[config.mk]
export PLATFORM = sky130hd
export DESIGN_NAME = tdm_demux4_rx
export DESIGN_NICKNAME = d
export VERILOG_FILES = /design/src/rtl/tdm_pkg.sv /design/src/rtl/tdm_slot_ctr.sv /design/src/rtl/tdm_demux4_rx.sv
export SDC_FILE = /design/constraint.sdc
export NUM_CORES = 1
export LEC_CHECK = 0
export ABC_AREA = 1
export CAP_MARGIN = 20
export CORE_MARGIN = 4
export CORE_UTILIZATION = 55
export DETAILED_ROUTE_END_ITERATION = 6
export PLACE_DENSITY = 0.84
export SLEW_MARGIN = 20
export SYNTH_ARGS = -nofsm -noshare
export SYNTH_HDL_FRONTEND = slang
export SYNTH_SLANG_ARGS = --single-unit
[constraint.sdc]
create_clock -name clk -period 2.8 [get_ports clk]
set_clock_uncertainty 0.15 [all_clocks]
set_input_delay 0.56 -clock clk [delete_from_list [all_inputs] [get_ports clk]]
set_output_delay 0.56 -clock clk [all_outputs]
set_load 0.05 [all_outputs]
[src/rtl/tdm_pkg.sv]
// Shared definitions for the 4-channel TDM link (transmit mux and receive demux).
package tdm_pkg;
  localparam int NCH    = 4;
  localparam int SLOT_W = 2;
  localparam int DEF_W  = 8;

  typedef enum logic {
    HUNT   = 1'b0,
    LOCKED = 1'b1
  } state_t;
endpackage

[src/rtl/tdm_slot_ctr.sv]
// 2-bit TDM slot counter. Clear and increment together restart the count at slot 1,
// which is how a frame-sync word re-seeds alignment in the same edge it is accepted.
module tdm_slot_ctr
  import tdm_pkg::*;
(
  input  logic              clk,
  input  logic              rst_n,
  input  logic              i_clr,
  input  logic              i_inc,
  output logic [SLOT_W-1:0] o_slot
);

  logic [SLOT_W-1:0] r_slot;

  always_ff @(posedge clk or negedge rst_n) begin
    if (!rst_n) begin
      r_slot <= '0;
    end else if (i_clr) begin
      r_slot <= i_inc ? SLOT_W'(1) : '0;
    end else if (i_inc) begin
      r_slot <= r_slot + 1'b1;
    end
  end

  assign o_slot = r_slot;

endmodule

[src/rtl/tdm_demux4_rx.sv]
// Receive side of the 4-channel TDM link: aligns to frame_sync, collects slot words
// into shadow registers and publishes all four channels together once per frame.
module tdm_demux4_rx
  import tdm_pkg::*;
#(
  parameter int W = DEF_W
) (
  input  logic              clk,
  input  logic              rst_n,
  input  logic [W-1:0]      din,
  input  logic              din_valid,
  input  logic              frame_sync,
  output logic [W-1:0]      ch0,
  output logic [W-1:0]      ch1,
  output logic [W-1:0]      ch2,
  output logic [W-1:0]      ch3,
  output logic              frame_valid,
  output logic              locked,
  output logic              sync_err,
  output logic [SLOT_W-1:0] slot
);

  state_t            r_state;
  logic [W-1:0]      r_shadow [NCH-1];
  logic [W-1:0]      r_ch     [NCH];
  logic              r_frame_valid;
  logic              r_sync_err;

  logic [SLOT_W-1:0] w_slot;
  logic              w_clr;
  logic              w_inc;
  logic              w_err;
  logic              w_pub;
  logic              w_st0;
  logic              w_sts;
  state_t            w_nstate;

  tdm_slot_ctr u_slot_ctr (
    .clk    (clk),
    .rst_n  (rst_n),
    .i_clr  (w_clr),
    .i_inc  (w_inc),
    .o_slot (w_slot)
  );

  always_comb begin
    w_clr    = 1'b0;
    w_inc    = 1'b0;
    w_err    = 1'b0;
    w_pub    = 1'b0;
    w_st0    = 1'b0;
    w_sts    = 1'b0;
    w_nstate = r_state;
    if (din_valid) begin
      if (r_state == HUNT) begin
        if (frame_sync) begin
          w_clr    = 1'b1;
          w_inc    = 1'b1;
          w_st0    = 1'b1;
          w_nstate = LOCKED;
        end
      end else if (w_slot == '0) begin
        if (frame_sync) begin
          w_inc = 1'b1;
          w_st0 = 1'b1;
        end else begin
          w_err    = 1'b1;
          w_clr    = 1'b1;
          w_nstate = HUNT;
        end
      end else if (frame_sync) begin
        // Early sync: drop the partial frame and restart it with this word as slot 0.
        w_err = 1'b1;
        w_clr = 1'b1;
        w_inc = 1'b1;
        w_st0 = 1'b1;
      end else begin
        w_inc = 1'b1;
        w_sts = 1'b1;
        w_pub = (w_slot == SLOT_W'(NCH-1));
      end
    end
  end

  always_ff @(posedge clk or negedge rst_n) begin
    if (!rst_n) begin
      r_state       <= HUNT;
      r_frame_valid <= 1'b0;
      r_sync_err    <= 1'b0;
      for (int i = 0; i < NCH-1; i++) r_shadow[i] <= '0;
      for (int i = 0; i < NCH; i++)   r_ch[i]     <= '0;
    end else begin
      r_state       <= w_nstate;
      r_frame_valid <= w_pub;
      r_sync_err    <= w_err;
      if (w_st0) begin
        r_shadow[0] <= din;
      end
      if (w_sts && !w_pub) begin
        r_shadow[w_slot] <= din;
      end
      // The last slot goes straight to ch3 so the whole frame lands on one edge.
      if (w_pub) begin
        for (int i = 0; i < NCH-1; i++) r_ch[i] <= r_shadow[i];
        r_ch[NCH-1] <= din;
      end
    end
  end

  assign ch0         = r_ch[0];
  assign ch1         = r_ch[1];
  assign ch2         = r_ch[2];
  assign ch3         = r_ch[3];
  assign frame_valid = r_frame_valid;
  assign sync_err    = r_sync_err;
  assign locked      = (r_state == LOCKED);
  assign slot        = w_slot;

endmodule

==> results of run 1 <==
routing by layer:
metal  vias to the layer above  part of all wire  global-route usage
li1                        993                 -                   -
met1                       970              0.43               0.255
met2                        52              0.50               0.330
met3                        13             0.038              0.0485
met4                         0             0.025               0.103
met5                         -                 0                   0
cells in the final DEF, fill, tap and decap left out, types with 5 or more instances in the layout:
master / n
nand2_1: 113
dfrtp_1: 61
clkdlybuf4s50_1: 47
inv_1: 24
o21ai_0: 24
nand4_1: 17
clkbuf_8: 10
o211ai_1: 8
ha_1: 6
buf_4: 5
final cells by class:
cell class,count,area (um2)
multi-input combinational,179,862
clock inverter,4,95.1
sequential,61,1530
inverter,25,93.8
clock buffer,12,145
fill,332,1130
timing repair buffer,54,523
tap,52,65.1
power by group through the flow:
stage	registers, uW	clock network (uW)	logic, uW
after global routing	1490	999	2010
after CTS	1440	953	1900
after detailed placement	1450	0	1890
final	1440	947	1880
after global placement	1430	0	1850
after floorplan	2220	0	480
worst register-to-register path, cell delays in order, from the launching register on:
cell and delay [ns]:
dfrtp_1 0.42, inv_1 0.09, ha_1 0.26, inv_1 0.07
ha_1 0.16, nand4_1 0.47, o211ai_1 0.29, o21ai_0 0.14
cells by family (layout without fill, tap and decap cells):
| group | after synthesis | after routing | share of synthesized area |
|---|---|---|---|
| flops | 61 | 61 | 0.592 |
| fa+ha+maj | 6 | 6 | 0.0291 |
| xor+xnor | 1 | 1 | 0.00340 |
| compound gates | 35 | 35 | 0.0757 |
| buf+inv | 38 | 95 | 0.0733 |
| simple gates | 137 | 137 | 0.226 |
repair_timing:
item                      in CTS  in global routing
hold endpoints to repair       8                  0
setup buffers                  0                  0
gates resized for setup        0                  0
hold buffers                   1                  0
through the flow:
step	util	std cells	setup WS [ns]
final	0.745	387	0.486
after global routing	0.745	387	0.362
after CTS	0.745	387	0.477
after detailed placement	0.689	370	0.393
after global placement	0.689	370	0.505
after floorplan	-	278	0.690
worst paths after layout:
check	startpoint	end	slack, ns	depth (start not counted)
setup / recovery	u_slot_ctr.o_slot[1]	slot[1]	0.49	1
hold / removal	flip-flop	ch2[5]	0.33	2
setup reg to reg	u_slot_ctr.o_slot[0]	r_shadow[21]	0.60	7
hold reg to reg	flip-flop	ch2[5]	0.33	2
max in group asynchronous	rst_n	ch3[1]	1.25	3
min in group asynchronous	rst_n	async pin	0.54	2
==> flow_summary.ini, run 1 <==
[sta]
holdWs_ns = 0.327
tns_ns = 0
hold_viol = 0
finalSetupViolCount = 0
finalMaxSlewViolations = 0
slew_headroom = 0.600
period_needed_ns = 2.31
worst_pin_slew_ns = 0.598
rsz0062_at_grt = no
period_share = 0.826
fmax_ghz = 0.432

[routing]
routed_via_density = 5.24
wire_per_inst_um = 14.2
routed_wl_um = 5500
drt_iter0_drc = 203
drt-pass1-iter-count = 4
ant_nets = 0
dr_total_vias = 2028
drc = 0

[cells_and_area]
synthToLayoutAreaGrowth_pct = 28.4
final_cell_area_um2 = 3310
fin_nets = 348
antennaDiodeCount = 0
drive_above_1_share = 0.0716

[power]
combPwrFrac = 0.441
p_leak_uw = 0.00169
p_int_uw = 2460
ir_worst_vdd_mv = 0.654
power_density_nw_per_um2 = 1290
clkPwrFrac = 0.222
swShare = 0.423
finalPower_uw = 4270
switchingPower_uw = 1810
p_seq_frac = 0.338

[logic_synthesis]
ys_ff_latch = 61
synth.cell_area_um2 = 2580
synth_flop_cell = dfrtp_1
yosysMostFrequentCell = nand2_1
yosysSeqAreaShare = 0.592
yosys-top-cells-area = dfrtp_1, nand2_1, o21ai_0
postSynthAreaPerCell_um2 = 9.27
synth.top_cell.area_share = 0.592
synth_cells = 278
yosysTopAreaCell = dfrtp_1
syn_nets = 296
ys_warn_count = 0
synth.distinct_cells = 19
synth_edf_count = 0
synth.top_cells.by_count = nand2_1, dfrtp_1, inv_1, o21ai_0, nand4_1
synthArstFlopShare = 1.00

[critical_path]
worstPathArrival_ns = 1.60
crit_path_top_delay_cell = clkdlybuf4s50_1
cp_max_fo = 5
required_ns = 2.09
path_buf_inv = 1
crit_type = reg -> out
crit_family = buffers and inverters
startpoint_type = flip-flop
cp_cell_sequence = clkdlybuf4s50_1
slowest_delay_ns = 0.84
worst_setup_path_end_kind = primary output

[status]
status = finished, final reports clean

[global_route]
overflow = 0
track_usage = 0.204
grt_max_degree = 39
grt_pass1_vias = 2036
grt_first_pass_wirelength_um = 9400
grt_antenna_before_repair = 0

[clock_tree]
cts_root_buf = clkbuf_8
clk_latency_ns = 0.34
clkTransAtPathRegs_ns = 0.07
clk_path_buf_depth = 2
cts_made_buffers = 9
cts_tree = done
cts_sinks = 61
htreeDepth = 3

[die]
start_util = 0.580
rows = 24
die_area_um2 = 5850
core_um2 = 4440
dieHeight_um = 76.5
fp.dieW_um = 76.5
ioPinCount = 49

[placement]
place_area_um2 = 3060
finalWeightedCongestion = 0.833
dp_hpwl_um = 3810
portBuffers = 48

[min_path]
hold_class = reg -> reg

[run]
cap_viol_max_count = 0
Power figures use the tool's default switching activity.
==> inputs of run 2 (changes only) <==
CORE_UTILIZATION = 51   (was 55)
PLACE_DENSITY = 0.79   (was 0.84)
clock period = 2.2 ns   (was 2.8 ns; I/O delays follow)
==> flow_summary.ini, run 2 (synthesized netlist as in run 1, its figures left out) <==
[status]
status = finished, final reports clean

[placement]
finalWeightedCongestion = 0.840
dp_hpwl_um = 3750
portBuffers = 48
dp.cells = 388

[cells_and_area]
final_common_cell = nand2_1
synthToLayoutAreaGrowth_pct = 28.9
num-fill-cells = 399
multi_input_area_um2 = 862
finalNonFillerCells = 405
antennaDiodeCount = 0
drive_above_1_share = 0.0888
fin_nets = 351
seq_area_um2 = 1530
layout_common_cells = nand2_1, dfrtp_1, clkdlybuf4s50_1
final_core_util = 0.690

[global_route]
track_usage = 0.189
grt_pass1_vias = 2007
grt_first_pass_wirelength_um = 9110
overflow = 0
grt_antenna_before_repair = 0
grt_max_degree = 43

[sta]
tns_ns = 0
period_share = 0.949
finalSetupViolCount = 0
fmax_ghz = 0.479
slew_headroom = 0.641
worst_pin_slew_ns = 0.537
period_needed_ns = 2.09
holdWs_ns = 0.318
finalMaxSlewViolations = 0
rsz0062_at_grt = no
hold_viol = 0

[routing]
maxUsedRoutingLayer = met4
routed_wl_um = 5220
dr_total_vias = 2016
drt_iter0_drc = 159
drc = 0
routed_via_density = 4.98
wire_per_inst_um = 12.9
wl_met3_um = 263
wl_met2_um = 2540
wl_met1_um = 2300
drt-pass1-iter-count = 5
ant_nets = 0

[clock_tree]
clk_path_buf_depth = 2
clk_latency_ns = 0.32
clkTransAtPathRegs_ns = 0.07
htreeDepth = 3
cts_sinks = 61
cts_tree = done
cts_made_buffers = 9
cts.repair.resized = 0
cts_root_buf = clkbuf_8

[power]
swShare = 0.437
power_density_nw_per_um2 = 1550
clkPwrFrac = 0.184
finalPower_uw = 5160
ir_worst_vdd_mv = 0.905
p_seq_frac = 0.353
switchingPower_uw = 2260
p_leak_uw = 0.00170
combPwrFrac = 0.462
p_int_uw = 2910

[critical_path]
crit_family = buffers and inverters
crit_path_top_delay_cell = clkdlybuf4s50_1
worstPathArrival_ns = 1.50
required_ns = 1.61
startpoint_type = flip-flop
path_buf_inv = 1
cp_cell_sequence = clkdlybuf4s50_1
slowest_delay_ns = 0.81
worst_setup_path_end_kind = primary output
crit_type = reg -> out
cp_max_fo = 2

[die]
die_area_um2 = 6260
start_util = 0.535
dieHeight_um = 79.1
core_um2 = 4820
rows = 25
fp.dieW_um = 79.1
ioPinCount = 49

[run]
cap_viol_max_count = 0

[min_path]
hold_class = reg -> reg
-- run 2: cell types whose count changed in the layout (fill, tap and decap cells not counted), sizes merged --
| cell | change |
|---|---|
| buf | +6 |
| bufinv | -2 |
| clkdlybuf4s50 | -3 |
| clkinv | +1 |
| clkinvlp | +1 |
-- run 2: repair_timing --
action | in CTS | in global routing
hold buffers | 1 | 0
hold endpoints to repair | 19 | 0
setup buffers | 0 | 0
-- run 2: path summary, 6_finish.rpt --
kind	cells past startpoint	to	start	slack [ns]
setup reg to reg	9	flip-flop	u_slot_ctr.o_slot[0]	0.28
min in group asynchronous	2	ch3[4]	rst_n	0.45
max in group asynchronous	3	async pin	rst_n	0.87
hold reg to reg	2	flip-flop	flip-flop	0.32
setup / recovery	1	ch3[5]	ch3[5]	0.11
hold / removal	2	flip-flop	flip-flop	0.32
-- run 2: final cells by class --
class	count	area share
tap	67	0.0252
clock inverter	4	0.0143
inverter	25	0.0282
clock buffer	12	0.0437
timing repair buffer	57	0.169
multi-input combinational	179	0.260
sequential	61	0.460
-- run 2: through the flow --
stage                     instance area [um2]  setup slack [ns]
after floorplan                          2580            0.0897
after global placement                   3120             0.159
after detailed placement                 3120             0.102
after CTS                                3320            0.0988
after global routing                     3320            0.0596
final                                    3320             0.113
-- run 2: per-layer routing --
metal,up-vias,global-route usage
li1,1006,-
met1,944,0.240
met2,56,0.305
met3,10,0.0408
met4,0,0.0962
met5,-,0
-- run 2: power by group through the flow --
stage	combinational (uW)	sequential [uW]	clock, uW
3_5_place_dp	2400	1850	0
2_1_floorplan	610	2820	0
4_1_cts	2410	1830	971
5_1_grt	2570	1900	1020
6_report	2390	1820	953
3_3_place_gp	2360	1830	0
==> inputs of run 3 (changes only) <==
CORE_ASPECT_RATIO = 1.5   (was default)
CORE_UTILIZATION = 46   (was 51)
PLACE_DENSITY = 0.75   (was 0.79)
SLEW_MARGIN = default   (was 20)
clock period = 1.7 ns   (was 2.2 ns; I/O delays follow)
==> flow_summary.ini, run 3 (synthesized netlist as in run 1, its figures left out) <==
[die]
ioPinCount = 49
fp.dieW_um = 69.1
dieHeight_um = 99.7
core_um2 = 5450
start_util = 0.473
rows = 33
die_area_um2 = 6890

[clock_tree]
htreeDepth = 3
cts_tree = done
cts_made_buffers = 9
clkTransAtPathRegs_ns = 0.07
cts_sinks = 61
clk_path_buf_depth = 2
clk_latency_ns = 0.34
cts_root_buf = clkbuf_8

[power]
p_seq_frac = 0.310
switchingPower_uw = 3370
ir_worst_vdd_mv = 1.21
p_int_uw = 5060
swShare = 0.400
clkPwrFrac = 0.187
combPwrFrac = 0.503
p_leak_uw = 0.00205
power_density_nw_per_um2 = 2070

[cells_and_area]
layout_common_cells = nand2_1, dfrtp_1, buf_12
num-fill-cells = 341
antennaDiodeCount = 0
drive_above_1_share = 0.265
fin_nets = 371
final_cell_area_um2 = 4080
final_common_cell = nand2_1
synthToLayoutAreaGrowth_pct = 58.3

[global_route]
grt_first_pass_wirelength_um = 10200
track_usage = 0.190
grt_max_degree = 40
overflow = 0
grt_antenna_before_repair = 0
grt_pass1_vias = 2157

[sta]
finalSetupViolCount = 1
setup_ws_ns = -0.00501
fmax_ghz = 0.587
period_needed_ns = 1.71
worst_pin_slew_ns = 0.353
holdWs_ns = 0.323
finalMaxSlewViolations = 0
rsz0062_at_grt = yes
slew_headroom = 0.765
period_share = 1.00
hold_viol = 0

[critical_path]
cp_max_fo = 9
crit_type = reg -> reg
crit_path_top_delay_cell = dfrtp_2
worst_setup_path_end_kind = flip-flop
startpoint_type = flip-flop
slowest_delay_ns = 0.40
path_buf_inv = 4
required_ns = 1.76
crit_family = simple AND/OR/NAND/NOR gates
cp_cell_sequence = inv_2 > ha_4 > inv_2 > ha_4 > inv_4 > nor2_4 > buf_12 > nand3_4 > nand2_1 > nand2_1
worstPathArrival_ns = 1.77

[status]
status = finished with violations
violations = setup timing

[placement]
finalWeightedCongestion = 0.855
dp_hpwl_um = 4360
dp_slack_ns = -0.242
portBuffers = 48
place_area_um2 = 3710

[run]
cap_viol_max_count = 0

[routing]
wire_per_inst_um = 15.3
dr_total_vias = 2211
routed_via_density = 5.17
drt_iter0_drc = 179
ant_nets = 0
routed_wl_um = 6570
drc = 0
drt-pass1-iter-count = 4

[min_path]
hold_class = reg -> reg
[run 3: changes by cell type in the layout (fill, tap and decap cells not counted), sizes merged]
cell	previous run	this run
clkbuf	12	15
clkdlybuf4s50	44	10
bufinv	1	3
buf	12	63
clkinvlp	1	0
clkinv	3	2
[run 3: metrics by stage]
stage	total power (uW)	std cells	utilization	TNS, ns
6_report	8430	428	0.748	-0.00501
5_1_grt	8790	428	0.748	-0.624
4_1_cts	8360	421	0.726	0
3_5_place_dp	6780	404	0.680	-8.36
3_3_place_gp	6640	404	0.680	-6.16
2_1_floorplan	4530	278	-	-1.48
[run 3: worst reg2reg max path: stages (launching register included)]
cell     delay, ns
dfrtp_2       0.40
inv_2         0.07
ha_4          0.18
inv_2         0.06
ha_4          0.14
inv_4         0.03
nor2_4        0.12
buf_12        0.14
nand3_4       0.12
nand2_1       0.12
nand2_1       0.06
[run 3: routing by layer]
metal | share of wire | global-route usage | vias up
li1 | - | - | 1045
met1 | 0.37 | 0.216 | 1060
met2 | 0.54 | 0.326 | 87
met3 | 0.054 | 0.0455 | 19
met4 | 0.040 | 0.108 | 0
met5 | 0 | 0 | -
[run 3: final timing paths]
path	startpoint	endpoint	slack [ns]	cells after the start
max in group asynchronous	rst_n	locked	0.79	3
min in group asynchronous	rst_n	ch1[7]	0.37	3
worst min register to register	flip-flop	ch2[7]	0.32	2
worst max-delay path	u_slot_ctr.o_slot[1]	flip-flop	-0.005	10
worst min-delay path	flip-flop	ch2[7]	0.32	2
worst max register to register	u_slot_ctr.o_slot[1]	flip-flop	-0.005	10
[run 3: power groups by stage]
stage | registers [uW] | clock network, uW | logic, uW
after floorplan | 3660 | 0 | 870
after global placement | 2590 | 0 | 4050
after detailed placement | 2620 | 0 | 4160
after CTS | 2610 | 1580 | 4180
after global routing | 2670 | 1660 | 4450
final | 2610 | 1580 | 4240
[run 3: area by class of cell]
class                           count  area, um2  area share
Sequential cell                    61       1530       0.375
Timing Repair Buffer               77       1210       0.297
Multi-Input combinational cell    179        915       0.224
Clock buffer                       12        145      0.0356
Inverter                           25       96.3      0.0236
Clock inverter                      4       95.1      0.0233
Tap cell                           70       87.6      0.0215
[run 3: repair_timing]
action                                  4_1_cts  5_1_grt
hold buffers                                  1        0
endpoints found under the hold margin        61        0
setup buffers                                 0        4
endpoints found under the setup margin        0       34
gates resized for setup                       0        7
